<file path="config.mk">
export PLATFORM = sky130hd
export DESIGN_NAME = serial_boot_loader
export DESIGN_NICKNAME = d
export VERILOG_FILES = /design/src/rtl/serial_boot_loader.sv
export SDC_FILE = /design/constraint.sdc
export NUM_CORES = 1
export LEC_CHECK = 0
export ABC_AREA = 1
export CAP_MARGIN = 20
export CORE_MARGIN = 2
export CORE_UTILIZATION = 50
export DETAILED_ROUTE_END_ITERATION = 8
export DONT_BUFFER_PORTS = 1
export GPL_TIMING_DRIVEN = 0
export PLACE_DENSITY_LB_ADDON = 0.25
export SETUP_SLACK_MARGIN = 0.05
export SLEW_MARGIN = 20
export SYNTH_ARGS = -nofsm -noshare
export SYNTH_HDL_FRONTEND = slang
export SYNTH_SLANG_ARGS = --single-unit
</file>
<file path="constraint.sdc">
create_clock -name clk_auto -period 2.7 [get_ports clk_auto]
set_clock_uncertainty 0.1 [all_clocks]
set_input_delay 0.54 -clock clk_auto [delete_from_list [all_inputs] [get_ports clk_auto]]
set_output_delay 0.54 -clock clk_auto [all_outputs]
set_load 0.01 [all_outputs]
</file>
<file path="src/rtl/serial_boot_loader.sv">
// UART (8N1) boot loader: receives a framed program image and writes 32-bit
// words into the instruction store through a single-cycle write port.
module serial_boot_loader #(
  parameter int         CLKS_PER_BIT = 434,
  parameter int         MAX_WORDS    = 64,
  parameter logic [7:0] SYNC_BYTE    = 8'hA5
) (
  input  logic        clk_auto,
  input  logic        rst_n,
  input  logic        rx,
  output logic        mem_we,
  output logic [31:0] mem_addr,
  output logic [31:0] mem_data,
  output logic        busy,
  output logic        done,
  output logic        error
);

  localparam int CNT_W = $clog2(CLKS_PER_BIT);
  localparam logic [CNT_W-1:0] BIT_LOAD  = CNT_W'(CLKS_PER_BIT - 1);
  localparam logic [CNT_W-1:0] HALF_LOAD = CNT_W'(CLKS_PER_BIT / 2 - 1);

  typedef enum logic [1:0] {RX_IDLE, RX_START, RX_DATA, RX_STOP} rx_state_e;
  // S_IDLE wait sync | S_COUNT word count | S_DATA payload | S_CHECK checksum | S_DONE/S_ERROR sticky result
  typedef enum logic [2:0] {S_IDLE, S_COUNT, S_DATA, S_CHECK, S_DONE, S_ERROR} state_e;

  logic             rx_s1_q, rx_s2_q, rx_s3_q;
  rx_state_e        rx_state_q, rx_state_d;
  logic [CNT_W-1:0] tmr_q, tmr_d;
  logic [2:0]       bit_idx_q, bit_idx_d;
  logic [7:0]       shift_q, shift_d;
  logic             armed_q, armed_d;
  logic             byte_valid_q, byte_valid_d;
  logic             frame_err_q, frame_err_d;

  state_e      state_q, state_d;
  logic [7:0]  count_q, count_d;
  logic [7:0]  widx_q, widx_d;
  logic [1:0]  bsel_q, bsel_d;
  logic [23:0] asm_q, asm_d;
  logic [7:0]  csum_q, csum_d;
  logic        mem_we_q, mem_we_d;
  logic [31:0] mem_addr_q, mem_addr_d;
  logic [31:0] mem_data_q, mem_data_d;

  // Until the line has idled high for one bit time after reset, the timer
  // measures that idle period and no start bit is accepted.
  always_comb begin
    rx_state_d   = rx_state_q;
    tmr_d        = tmr_q;
    bit_idx_d    = bit_idx_q;
    shift_d      = shift_q;
    armed_d      = armed_q;
    byte_valid_d = 1'b0;
    frame_err_d  = 1'b0;
    unique case (rx_state_q)
      RX_IDLE: begin
        if (!armed_q) begin
          if (!rx_s2_q)          tmr_d = BIT_LOAD;
          else if (tmr_q == '0)  armed_d = 1'b1;
          else                   tmr_d = tmr_q - 1'b1;
        end else if (rx_s3_q && !rx_s2_q) begin
          rx_state_d = RX_START;
          tmr_d      = HALF_LOAD;
        end
      end
      RX_START: begin
        if (tmr_q != '0) tmr_d = tmr_q - 1'b1;
        else if (rx_s2_q) rx_state_d = RX_IDLE;
        else begin
          rx_state_d = RX_DATA;
          tmr_d      = BIT_LOAD;
          bit_idx_d  = 3'd0;
        end
      end
      RX_DATA: begin
        if (tmr_q != '0) tmr_d = tmr_q - 1'b1;
        else begin
          shift_d   = {rx_s2_q, shift_q[7:1]};
          tmr_d     = BIT_LOAD;
          bit_idx_d = bit_idx_q + 1'b1;
          if (bit_idx_q == 3'd7) rx_state_d = RX_STOP;
        end
      end
      RX_STOP: begin
        if (tmr_q != '0) tmr_d = tmr_q - 1'b1;
        else begin
          byte_valid_d = rx_s2_q;
          frame_err_d  = !rx_s2_q;
          rx_state_d   = RX_IDLE;
        end
      end
      default: rx_state_d = RX_IDLE;
    endcase
  end

  always_comb begin
    state_d    = state_q;
    count_d    = count_q;
    widx_d     = widx_q;
    bsel_d     = bsel_q;
    asm_d      = asm_q;
    csum_d     = csum_q;
    mem_we_d   = 1'b0;
    mem_addr_d = mem_addr_q;
    mem_data_d = mem_data_q;
    unique case (state_q)
      S_IDLE, S_DONE, S_ERROR: begin
        if (byte_valid_q && shift_q == SYNC_BYTE) begin
          state_d = S_COUNT;
          csum_d  = 8'h00;
          widx_d  = 8'h00;
          bsel_d  = 2'd0;
        end
      end
      S_COUNT: begin
        if (byte_valid_q) begin
          if (shift_q == 8'h00)                  state_d = S_CHECK;
          else if (int'(shift_q) > MAX_WORDS)    state_d = S_ERROR;
          else begin
            count_d = shift_q;
            state_d = S_DATA;
          end
        end
      end
      S_DATA: begin
        if (byte_valid_q) begin
          csum_d = csum_q ^ shift_q;
          asm_d  = {asm_q[15:0], shift_q};
          bsel_d = bsel_q + 1'b1;
          if (bsel_q == 2'd3) begin
            mem_we_d   = 1'b1;
            mem_data_d = {asm_q, shift_q};
            mem_addr_d = 32'(widx_q);
            widx_d     = widx_q + 8'd1;
            if (widx_q + 8'd1 == count_q) state_d = S_CHECK;
          end
        end
      end
      S_CHECK: begin
        if (byte_valid_q) state_d = (shift_q == csum_q) ? S_DONE : S_ERROR;
      end
      default: state_d = S_IDLE;
    endcase
    if (frame_err_q && busy) state_d = S_ERROR;
  end

  always_ff @(posedge clk_auto or negedge rst_n) begin
    if (!rst_n) begin
      rx_s1_q      <= 1'b1;
      rx_s2_q      <= 1'b1;
      rx_s3_q      <= 1'b1;
      rx_state_q   <= RX_IDLE;
      tmr_q        <= BIT_LOAD;
      bit_idx_q    <= 3'd0;
      shift_q      <= 8'h00;
      armed_q      <= 1'b0;
      byte_valid_q <= 1'b0;
      frame_err_q  <= 1'b0;
      state_q      <= S_IDLE;
      count_q      <= 8'h00;
      widx_q       <= 8'h00;
      bsel_q       <= 2'd0;
      asm_q        <= 24'h0;
      csum_q       <= 8'h00;
      mem_we_q     <= 1'b0;
      mem_addr_q   <= 32'h0;
      mem_data_q   <= 32'h0;
    end else begin
      rx_s1_q      <= rx;
      rx_s2_q      <= rx_s1_q;
      rx_s3_q      <= rx_s2_q;
      rx_state_q   <= rx_state_d;
      tmr_q        <= tmr_d;
      bit_idx_q    <= bit_idx_d;
      shift_q      <= shift_d;
      armed_q      <= armed_d;
      byte_valid_q <= byte_valid_d;
      frame_err_q  <= frame_err_d;
      state_q      <= state_d;
      count_q      <= count_d;
      widx_q       <= widx_d;
      bsel_q       <= bsel_d;
      asm_q        <= asm_d;
      csum_q       <= csum_d;
      mem_we_q     <= mem_we_d;
      mem_addr_q   <= mem_addr_d;
      mem_data_q   <= mem_data_d;
    end
  end

  assign mem_we   = mem_we_q;
  assign mem_addr = mem_addr_q;
  assign mem_data = mem_data_q;
  assign busy     = (state_q == S_COUNT) || (state_q == S_DATA) || (state_q == S_CHECK);
  assign done     = (state_q == S_DONE);
  assign error    = (state_q == S_ERROR);

endmodule

</file>
# Word level (Yosys, flattened, before mapping)
# Cells that the tools add are included.
dict set report word_totals {
  out_inout_bits 68
  ff_bits 122
  wordCells 136
}
dict set report classes {
  n_addsub 4
  mux 51
  n_bitwise 4
  n_eq_ne 33
  n_reduce_logical 24
  n_lt_le_gt_ge 1
}
# operator n
set ops {}
lappend ops {{2-to-1 mux 9 bit} 8}
lappend ops {{2-to-1 mux 3 bit} 12}
lappend ops {{case mux 9 bit (4 select lines)} 1}
lappend ops {{2-to-1 mux 8 bit} 4}
lappend ops {{case mux 8 bit (2 select lines)} 2}
lappend ops {{!= test 3 bit, second input constant} 8}
lappend ops {{!= test 2 bit, second input constant} 11}
lappend ops {{2-to-1 mux 2 bit} 9}
lappend ops {{== test 8 bit} 2}
lappend ops {{AND reduction 4 bit} 4}
lappend ops {{case mux 3 bit (4 select lines)} 1}
lappend ops {{AND reduction 6 bit} 2}
lappend ops {{2-to-1 mux 1 bit} 11}
lappend ops {{== test 3 bit, second input constant} 3}
lappend ops {{zero test 9 bit} 1}
lappend ops {{nonzero test 9 bit} 1}
lappend ops {{subtractor 9 x 1 -> 9 bit, second input constant} 1}
lappend ops {{adder 8 x 1 -> 8 bit, second input constant} 1}
lappend ops {{== test 8 bit, second input constant} 1}
lappend ops {{greater-than comparator 8 x 7 -> 1 bit, second input constant} 1}
lappend ops {{zero test 8 bit} 1}
lappend ops {{case mux 2 bit (4 select lines)} 1}
lappend ops {{XOR 8 bit} 1}
lappend ops {{== test 2 bit, second input constant} 3}
lappend ops {{18 further kinds} 27}

# Logic depth before layout (Yosys ltp)
# Gate-level depths: netlist (run 1).
dict set report depth {
  word_depth 7
  ltp_mapped 14
  mapped_depth_nobuf 14
}

# Least setup slack after synthesis (run 1)
# No wires, ideal clock.
dict set report synth_timing {
  kind {reg2reg}
  startpoint {reg rx_state_q[0]}
  endpoint {reg tmr_q[6]}
  setup_ns 0.083
  slack_ns 0.810
  t_arrival_ns 1.707
  path_buffers 2
  stages_incl_launch_ff 12
  cell_sequence {dfrtp_1 > inv_1 > ha_1 > clkbuf_2 > inv_1 > nor2_1 > o21ai_0 > nand3_2 > inv_1 > buf_2 > nand2_1 > o21ai_0}
}
dict set report synth_via {
  elab_chain_len 3
}
# element line
set synth_lines {}
lappend synth_lines {{start, declared} 28} ;# rx_state_e rx_state_q, rx_state_d;
lappend synth_lines {{start signal, assigned} 173} ;# rx_state_q <= rx_state_d;
lappend synth_lines {{== test 2 x 1 -> 1 bit (tied with other cells)} 56} ;# unique case (rx_state_q)
lappend synth_lines {{!= test 3 bit (no line) (tied with other cells)} n/a}
lappend synth_lines {{AND reduction 4 bit (no line)} n/a}
lappend synth_lines {{end signal, assigned} 174} ;# tmr_q <= tmr_d;
lappend synth_lines {{end, declared} 29} ;# logic [CNT_W-1:0] tmr_q, tmr_d;
# Several ways; a longest one is shown, not always the timed one.
# A chain may end at the register's enable or synchronous reset.

# Worst setup path in the final report (run 1)
dict set report layout_timing {
  startpoint {reg rx_state_q[0]}
  endpoint {reg tmr_q[3]}
}
# The elaborated chain is that of the path after synthesis.

==> impl_metrics.ini, run 1 <==
[placed_design]
dp.final_hpwl_um = 8220
gp_congestion = 0.856
dpl-instance-area_mm2 = 0.00598
dp_cells = 832
pre_cts_ws_ns = 0.485
io_buffers = 0

[timing]
worst_slack_ns = 0.468
tns_ns = 0
whs_ns = -0.289
fmax_mhz = 448
drv_slew = 0
setup_viol = 0
rsz0062_at_grt = false
period_share = 0.827
finalHoldViolCount = 122
period_minus_slack_ns = 2.23

[floorplanning]
core-area_mm2 = 0.0113
die_area_mm2 = 0.0123
num_rows = 39
initial_core_util = 0.507
die_h_um = 111
io_pins = 71
die_w_um = 111

[critical_path]
cp_max_fo = 10
startpoint_type = flip-flop
worstPathRequired_ns = 2.96
end_kind = flip-flop
crit_type = reg2reg
crit_arrival_ns = 2.49

[global_routing]
grt_antenna_before_repair = 0
grt_usage = 0.201
grt_remaining_overflow = 0
grt_pass1_wl_um = 19900
grt_pass1_vias = 4226
grt_start_max_net_pins = 123

[clocking]
cts_buffer_depth = 2
cts_resized = 0
path_clk_slew_ns = 0.06
numClockSinks = 122
clockRootBuffer = clkbuf_16
htree_levels = 4
clk_latency_ns = 0.42
cts_tree = yes
cts_buffers = 17
post_cts_buffers = 0

[synthesis]
syn_inst = 666
yosysMostFrequentCell = nand2_1
ys_async_sr_fraction = 1.00
synth_top_area_share = 0.499
synthesis.area_mm2 = 0.00571
ys_seq_area_frac = 0.536
ys_types = 37
synth_ff_type = dfrtp_1
synth_edf_count = 0
syn_area_per_cell_um2 = 8.58
ys_ff_latch = 122
synth_common_cells = 171 x nand2_1, 114 x dfrtp_1, 89 x o21ai_0, 81 x inv_1, 41 x nor2_1
yosys_warnings = 0
synth_area_leader_cell = dfrtp_1
synth_area_leaders = dfrtp_1 50%, nand2_1 11%, o21ai_0 7.8%

[pwr]
ir_drop_uv = 537
power.density_mw_per_mm2 = 678
power.switching_mw = 1.11
seqPwrFrac = 0.438
internal_power_mw = 3.33
p_leak_nw = 3.18
pwr-share-comb = 0.080
sw_frac_of_total = 0.250
clockPowerShare = 0.481

[run]
max-cap-violations = 0

[detailed_routing]
drtAntennaViolNets = 0
via_per_inst = 5.10
drc = 0
vias = 4415
wire_per_inst_um = 13.5
wl_um = 11700
drtIter0Drc = 302
drtPass1Iterations = 5

[finish]
nNetsFinal = 722
layout-drive-gt1-share = 0.115
num_antenna_cells = 0
area_growth_pct = 14.6
fin_area_mm2 = 0.00655
final_cells = 865

[worst_hold_path]
worst_hold_path_type = in2async

[status]
run_status = finished, violations left
failed_checks = negative hold slack
[final cells by class]
class | instances | area, µm²
clock inverter | 13 | 119
fill | 977 | 4720
timing repair buffer | 1 | 10.0
buffer | 44 | 280
clock buffer | 19 | 443
inverter | 85 | 322
sequential | 122 | 3060
tap | 143 | 179
multi-input combinational | 438 | 2140
[flip-flops by register name, summed over array words and instances, names as in the netlist, 8 cells and up, named ones only]
signal    flops
mem_data     32
asm_q        24
tmr_q         9
count_q       8
csum_q        8
mem_addr      8
shift_q       8
widx_q        8
[kinds of logic (layout without fill, tap and decap cells)]
logic type	Yosys count	count (layout)	synth area share
DFF	122	122	0.536
buffers and inverters	129	162	0.105
and+or+nand+nor	261	261	0.194
adders and majority gates	10	10	0.0219
muxes	1	1	0.00197
other	1	24	0.000656
xor gates and xnor gates	15	15	0.0230
AOI/OAI and AO/OA	127	127	0.117
[per-layer routing]
layer  vias to the layer above  global-route usage  routed length (µm)
met5                         -                   0                   0
li1                       2185                   -                   -
met3                        20              0.0607                 591
met1                      2114               0.254                5210
met2                        96               0.324                5650
met4                         0              0.0808                 225
[through the flow]
stage	hold WS, ns	utilization	total power [mW]
floorplan	0.144	-	2.26
global placement	0.147	0.530	2.31
detailed placement	0.147	0.530	2.33
CTS	-0.296	0.580	4.47
global route	-0.307	0.581	4.62
finish	-0.289	0.581	4.44
[power groups by stage]
stage / clock network [mW] / logic, mW / registers (mW)
4_1_cts: 2.16 / 0.356 / 1.95
3_5_place_dp: 0 / 0.354 / 1.98
5_1_grt: 2.25 / 0.414 / 1.95
6_report: 2.14 / 0.358 / 1.95
3_3_place_gp: 0 / 0.338 / 1.98
2_1_floorplan: 0 / 0.299 / 1.97
[cell usage in the layout (no fill, tap or decap), types with 12 or more instances in the layout]
master and n:
o21ai_0 89, nor2_1 41, inv_1 81, nor3_1 12, nand2_1 171, buf_4 24, o21ai_1 12, nand3_1 20
conb_1 24, clkbuf_16 17, dfrtp_1 114
[critical path: stages (launching register included)]
cell and delay, ns:
dfrtp_1 0.37, inv_1 0.11, ha_1 0.21, clkbuf_2 0.16, inv_1 0.15, nor2_1 0.11
o21ai_0 0.20, nand3_2 0.20, inv_1 0.11, buf_2 0.22, o221ai_1 0.15, nand2_1 0.08
[final timing paths]
path | startpoint | endpoint | slack [ns] | cells past startpoint
max in group asynchronous | rst_n | rx_s1_q | 2.56 | 0
min in group clk_auto | rx_s1_q | rx_s2_q | 0.26 | 0
worst min-delay path | rst_n | mem_data[11] | -0.29 | 0
worst max register to register | rx_state_q[0] | tmr_q[3] | 0.47 | 11
worst max-delay path | rx_state_q[0] | tmr_q[3] | 0.47 | 11
worst min register to register | rx_s1_q | rx_s2_q | 0.26 | 0
(Power assumes the default switching activity.)
==> run 2: changes to the inputs <==
clock period = 2.1 ns   (was 2.7 ns; I/O delays follow)
==> run 2 against run 1 <==
Compared with the run above: the run still ends with negative hold slack left; die area unchanged; global-route usage increased by 0.15 points; first-iteration DRC count decreased by 13%; routed wire length increased by 1.4%; sequential power increased by 28%; flip-flop and latch count unchanged; count of clock-buffer cells in the layout unchanged; critical path type unchanged; highest routed layer unchanged.
==> impl_metrics.ini, run 2 (synthesis results as in run 1) <==
[detailed_routing]
drc = 0
drtPass1Iterations = 5
wire_per_inst_um = 13.6
via_per_inst = 5.10
wl_um = 11800
drtIter0Drc = 262
drtAntennaViolNets = 0
vias = 4440

[critical_path]
crit_type = reg2reg
r2r_end = mem_data[12]
rrSetupSlack_ns = 0.19
reg2regPathDepth = 10
startpoint_type = flip-flop
worstPathRequired_ns = 2.28
end_kind = flip-flop
crit_arrival_ns = 2.08
crit_path_start = state_q[2]
cp_max_fo = 10
reg2reg_from = state_q[2]

[finish]
area_growth_pct = 16.0
fillers = 976
largest_reg_flops = 32
layout-drive-gt1-share = 0.140
final_common_cell = nand2_1
layout_common_cells = 168 x nand2_1, 113 x dfrtp_1, 84 x o21ai_0
final_cells = 870
nNetsFinal = 727
multi_input_area_mm2 = 0.00217
num_antenna_cells = 0
final-seq-area_mm2 = 0.00306

[floorplanning]
die_h_um = 111
core-area_mm2 = 0.0113
io_pins = 71
num_rows = 39
die_area_mm2 = 0.0123
die_w_um = 111
initial_core_util = 0.507

[status]
failed_checks = negative hold slack
run_status = finished, violations left

[clocking]
cts_buffer_depth = 2
htree_levels = 4
numClockSinks = 122
path_clk_slew_ns = 0.06
hold_buffers = 1
clockRootBuffer = clkbuf_16
cts_buffers = 17
clk_latency_ns = 0.42
cts_tree = yes

[pwr]
ir_drop_uv = 698
power.switching_mw = 1.45
p_leak_nw = 3.24
seqPwrFrac = 0.436
pwr-share-comb = 0.083
sw_frac_of_total = 0.252
power_mw = 5.74
internal_power_mw = 4.29
clockPowerShare = 0.481
power.density_mw_per_mm2 = 866

[placed_design]
dp_cells = 832
io_buffers = 0
gp_congestion = 0.856
dp.final_hpwl_um = 8220

[global_routing]
use_met3 = 0.0601
grt_usage = 0.202
grt_remaining_overflow = 0
grt_pass1_vias = 4257
met2_usage = 0.327
grt_pass1_wl_um = 20000
gr-usage-met1 = 0.256
grt_start_max_net_pins = 123
grt_antenna_before_repair = 0
top_usage_layer = met2

[timing]
period_share = 0.909
finalHoldViolCount = 122
whs_ns = -0.411
setup_viol = 0
drv_slew = 0
rsz0062_at_grt = false
period_minus_slack_ns = 1.91
fmax_mhz = 524

[worst_hold_path]
worst_hold_path_type = in2async

[run]
max-cap-violations = 0
[run 2: layout make-up]
class | count | area share
Buffer | 44 | 0.0436
Clock buffer | 19 | 0.0668
Clock inverter | 13 | 0.0179
Inverter | 85 | 0.0485
Multi-Input combinational cell | 438 | 0.327
Sequential cell | 122 | 0.462
Tap cell | 143 | 0.0270
Timing Repair Buffer | 6 | 0.00717
[run 2: worst max path at each step]
stage | endpoint | slack (ns) | depth (start not counted)
2_1_floorplan | tmr_q[6] | 0.21 | 11
3_5_place_dp | tmr_q[6] | -0.11 | 11
4_1_cts | tmr_q[3] | 0.08 | 11
6_report | mem_data[12] | 0.19 | 10
3_3_place_gp | tmr_q[3] | -0.04 | 12
5_1_grt | tmr_q[8] | 0.05 | 12
[run 2: power by group through the flow]
stage / clock [mW] / sequential [mW] / combinational (mW)
floorplan: 0 / 2.53 / 0.384
global placement: 0 / 2.54 / 0.435
detailed placement: 0 / 2.54 / 0.455
CTS: 2.78 / 2.50 / 0.462
global route: 2.89 / 2.51 / 0.549
finish: 2.76 / 2.50 / 0.476
[run 2: per-layer routing]
metal / routed length, µm / share of wire / vias up
met5: 0 / 0 / -
met4: 213 / 0.018 / 0
met3: 589 / 0.050 / 18
met2: 5730 / 0.48 / 105
met1: 5310 / 0.45 / 2120
li1: - / - / 2197
[run 2: per-stage QoR]
| step | worst slack [ns] | hold slack (ns) | util | instance area, µm² | TNS [ns] |
|---|---|---|---|---|---|
| floorplan | 0.210 | 0.0244 | - | 5800 | 0 |
| global placement | -0.0374 | 0.0273 | 0.530 | 5980 | -0.0498 |
| detailed placement | -0.115 | 0.0273 | 0.530 | 5980 | -0.626 |
| CTS | 0.0813 | -0.416 | 0.583 | 6570 | 0 |
| global route | 0.0535 | -0.427 | 0.588 | 6630 | 0 |
| finish | 0.192 | -0.411 | 0.588 | 6630 | 0 |
[run 2: critical path, stage by stage, from the launching register on]
cell	delay, ns
dfrtp_1	0.45
nor2_4	0.16
nand2_4	0.10
nor2_8	0.17
inv_4	0.08
nor2_8	0.13
inv_2	0.07
buf_6	0.14
buf_2	0.18
nand2_1	0.07
o21ai_0	0.09
[run 2: repair_timing]
item | 4_1_cts | 5_1_grt
pin swaps | 2 | 3
hold endpoints to repair | 123 | 122
resized for setup | 3 | 22
buffers inserted | 1 | 4
setup endpoints to repair | 15 | 33
==> run 3: changes to the inputs <==
GPL_TIMING_DRIVEN = unset   (was 0)
==> run 3 against run 2 <==
Compared with the run above: final cell count decreased by 3.7%; setup slack got worse by 0.046 ns; clock power increased by 3%; via count decreased by 6.4%; flip-flop and latch count unchanged; critical path depth increased by 2; non-clock buffer count decreased by 32; critical endpoint is now tmr_q[8]; die area unchanged; global-route usage decreased by 0.95 points; the run still ends with negative hold slack left; core utilization decreased by 1.5 points; final area decreased by 2.5%; highest routed layer unchanged; first-iteration DRC count decreased by 5.3%.
==> impl_metrics.ini, run 3 (synthesis results as in run 1) <==
[status]
run_status = finished, violations left
failed_checks = negative hold slack

[critical_path]
end_kind = flip-flop
worstPathRequired_ns = 2.33
crit_type = reg2reg
reg2regPathDepth = 12
r2r_end = tmr_q[8]
rrSetupSlack_ns = 0.15
startpoint_type = flip-flop
cp_max_fo = 8
crit_arrival_ns = 2.19
reg2reg_from = tmr_q[0]

[floorplanning]
die_area_mm2 = 0.0123
die_w_um = 111
initial_core_util = 0.507
num_rows = 39
die_h_um = 111
core-area_mm2 = 0.0113
io_pins = 71

[clocking]
hold_buffers = 1
numClockSinks = 122
cts_buffer_depth = 2
path_clk_slew_ns = 0.06
clockRootBuffer = clkbuf_16
cts_buffers = 17
htree_levels = 4
cts_tree = yes
clk_latency_ns = 0.42

[detailed_routing]
wire_per_inst_um = 13.2
wl_um = 11100
drtIter0Drc = 248
drtPass1Iterations = 4
via_per_inst = 4.96
drtAntennaViolNets = 0
drc = 0
vias = 4158

[placed_design]
gp_congestion = 0.847
dp.final_hpwl_um = 7550
pre_cts_ws_ns = 0.00846
io_buffers = 0

[global_routing]
gr-usage-met1 = 0.240
grt_start_max_net_pins = 123
grt_pass1_vias = 4022
met2_usage = 0.311
grt_pass1_wl_um = 19000
grt_remaining_overflow = 0
top_usage_layer = met2
grt_usage = 0.193
use_met3 = 0.0640
grt_antenna_before_repair = 0

[finish]
largest_reg_flops = 32
layout-drive-gt1-share = 0.108
fillers = 1000
final_common_cell = nand2_1
nNetsFinal = 695
num_antenna_cells = 0
final-seq-area_mm2 = 0.00306
layout_common_cells = 169 x nand2_1, 114 x dfrtp_1, 87 x o21ai_0
multi_input_area_mm2 = 0.00217
area_growth_pct = 13.1

[run]
max-cap-violations = 0

[timing]
setup_viol = 0
tns_ns = 0
finalHoldViolCount = 122
rsz0062_at_grt = true
worst_slack_ns = 0.146
fmax_mhz = 512
period_share = 0.930
period_minus_slack_ns = 1.95
drv_slew = 0
whs_ns = -0.406

[worst_hold_path]
worst_hold_path_type = in2async

[pwr]
ir_drop_uv = 605
power.density_mw_per_mm2 = 896
p_leak_nw = 3.08
run 3: cell types whose count changed in the layout (fill, tap and decap cells not counted), moves of 2 or more:
cell / delta
clkinv_2: -2
o21ai_0: +3
o21ai_1: -4
clkbuf_1: -5
clkinvlp_4: +3
buf_6: -3
buf_1: -2
nor2_1: +2
clkbuf_2: -3
buf_4: -13
buf_2: -6
run 3: final cells by class:
cell class / instances / area share
clock buffer: 19 / 0.0670
clock inverter: 13 / 0.0225
inverter: 85 / 0.0503
multi-input combinational: 438 / 0.335
sequential: 122 / 0.474
tap: 143 / 0.0277
timing repair buffer: 18 / 0.0232
run 3: worst max-delay path, stage by stage, from the launching register on:
cell and delay, ns:
dfstp_2 0.55, inv_2 0.05, ha_1 0.19, inv_1 0.05
nor2_1 0.03, nand4_1 0.13, nor2_1 0.08, o21ai_0 0.10
nand3_2 0.13, clkinvlp_4 0.16, buf_4 0.14, nor2_1 0.04
a31oi_1 0.14
run 3: worst max path at each step:
stage / from / end / slack (ns) / depth (start not counted)
finish: tmr_q[0] / tmr_q[8] / 0.15 / 12
global route: widx_q[1] / state_q[0] / 0.04 / 12
CTS: tmr_q[0] / tmr_q[2] / 0.09 / 13
detailed placement: tmr_q[0] / tmr_q[2] / 0.008 / 13
global placement: tmr_q[0] / tmr_q[2] / 0.08 / 13
floorplan: rx_state_q[0] / tmr_q[6] / 0.21 / 11
run 3: through the flow:
| stage | hold slack, ns | util | cells | instance area [µm²] | power, mW |
|---|---|---|---|---|---|
| finish | -0.406 | 0.573 | 838 | 6460 | 5.79 |
| global route | -0.424 | 0.573 | 838 | 6460 | 6.03 |
| CTS | -0.427 | 0.565 | 830 | 6370 | 5.84 |
| detailed placement | 0.0275 | 0.513 | 797 | 5780 | 2.99 |
| global placement | 0.0271 | 0.513 | 797 | 5780 | 2.96 |
| floorplan | 0.0244 | - | 689 | 5800 | 2.91 |
run 3: timing repair:
action                                  4_1_cts  5_1_grt
buffers inserted                              0        8
endpoints found under the setup margin        1        8
gates resized for setup                       1       11
endpoints found under the hold margin       123      122
pin swaps                                     0        7
run 3: per-layer routing:
layer  routed length [µm]  up-vias
met5                    0        -
met4                  189        0
met3                  528       16
met2                 5330       89
met1                 5060     1938
li1                     -     2115
run 3: power by group:
group	leakage [nW]	internal, mW	switching, mW
combinational	1.13	0.171	0.282
clock	0.274	1.75	1.08
sequential	1.68	2.44	0.0636
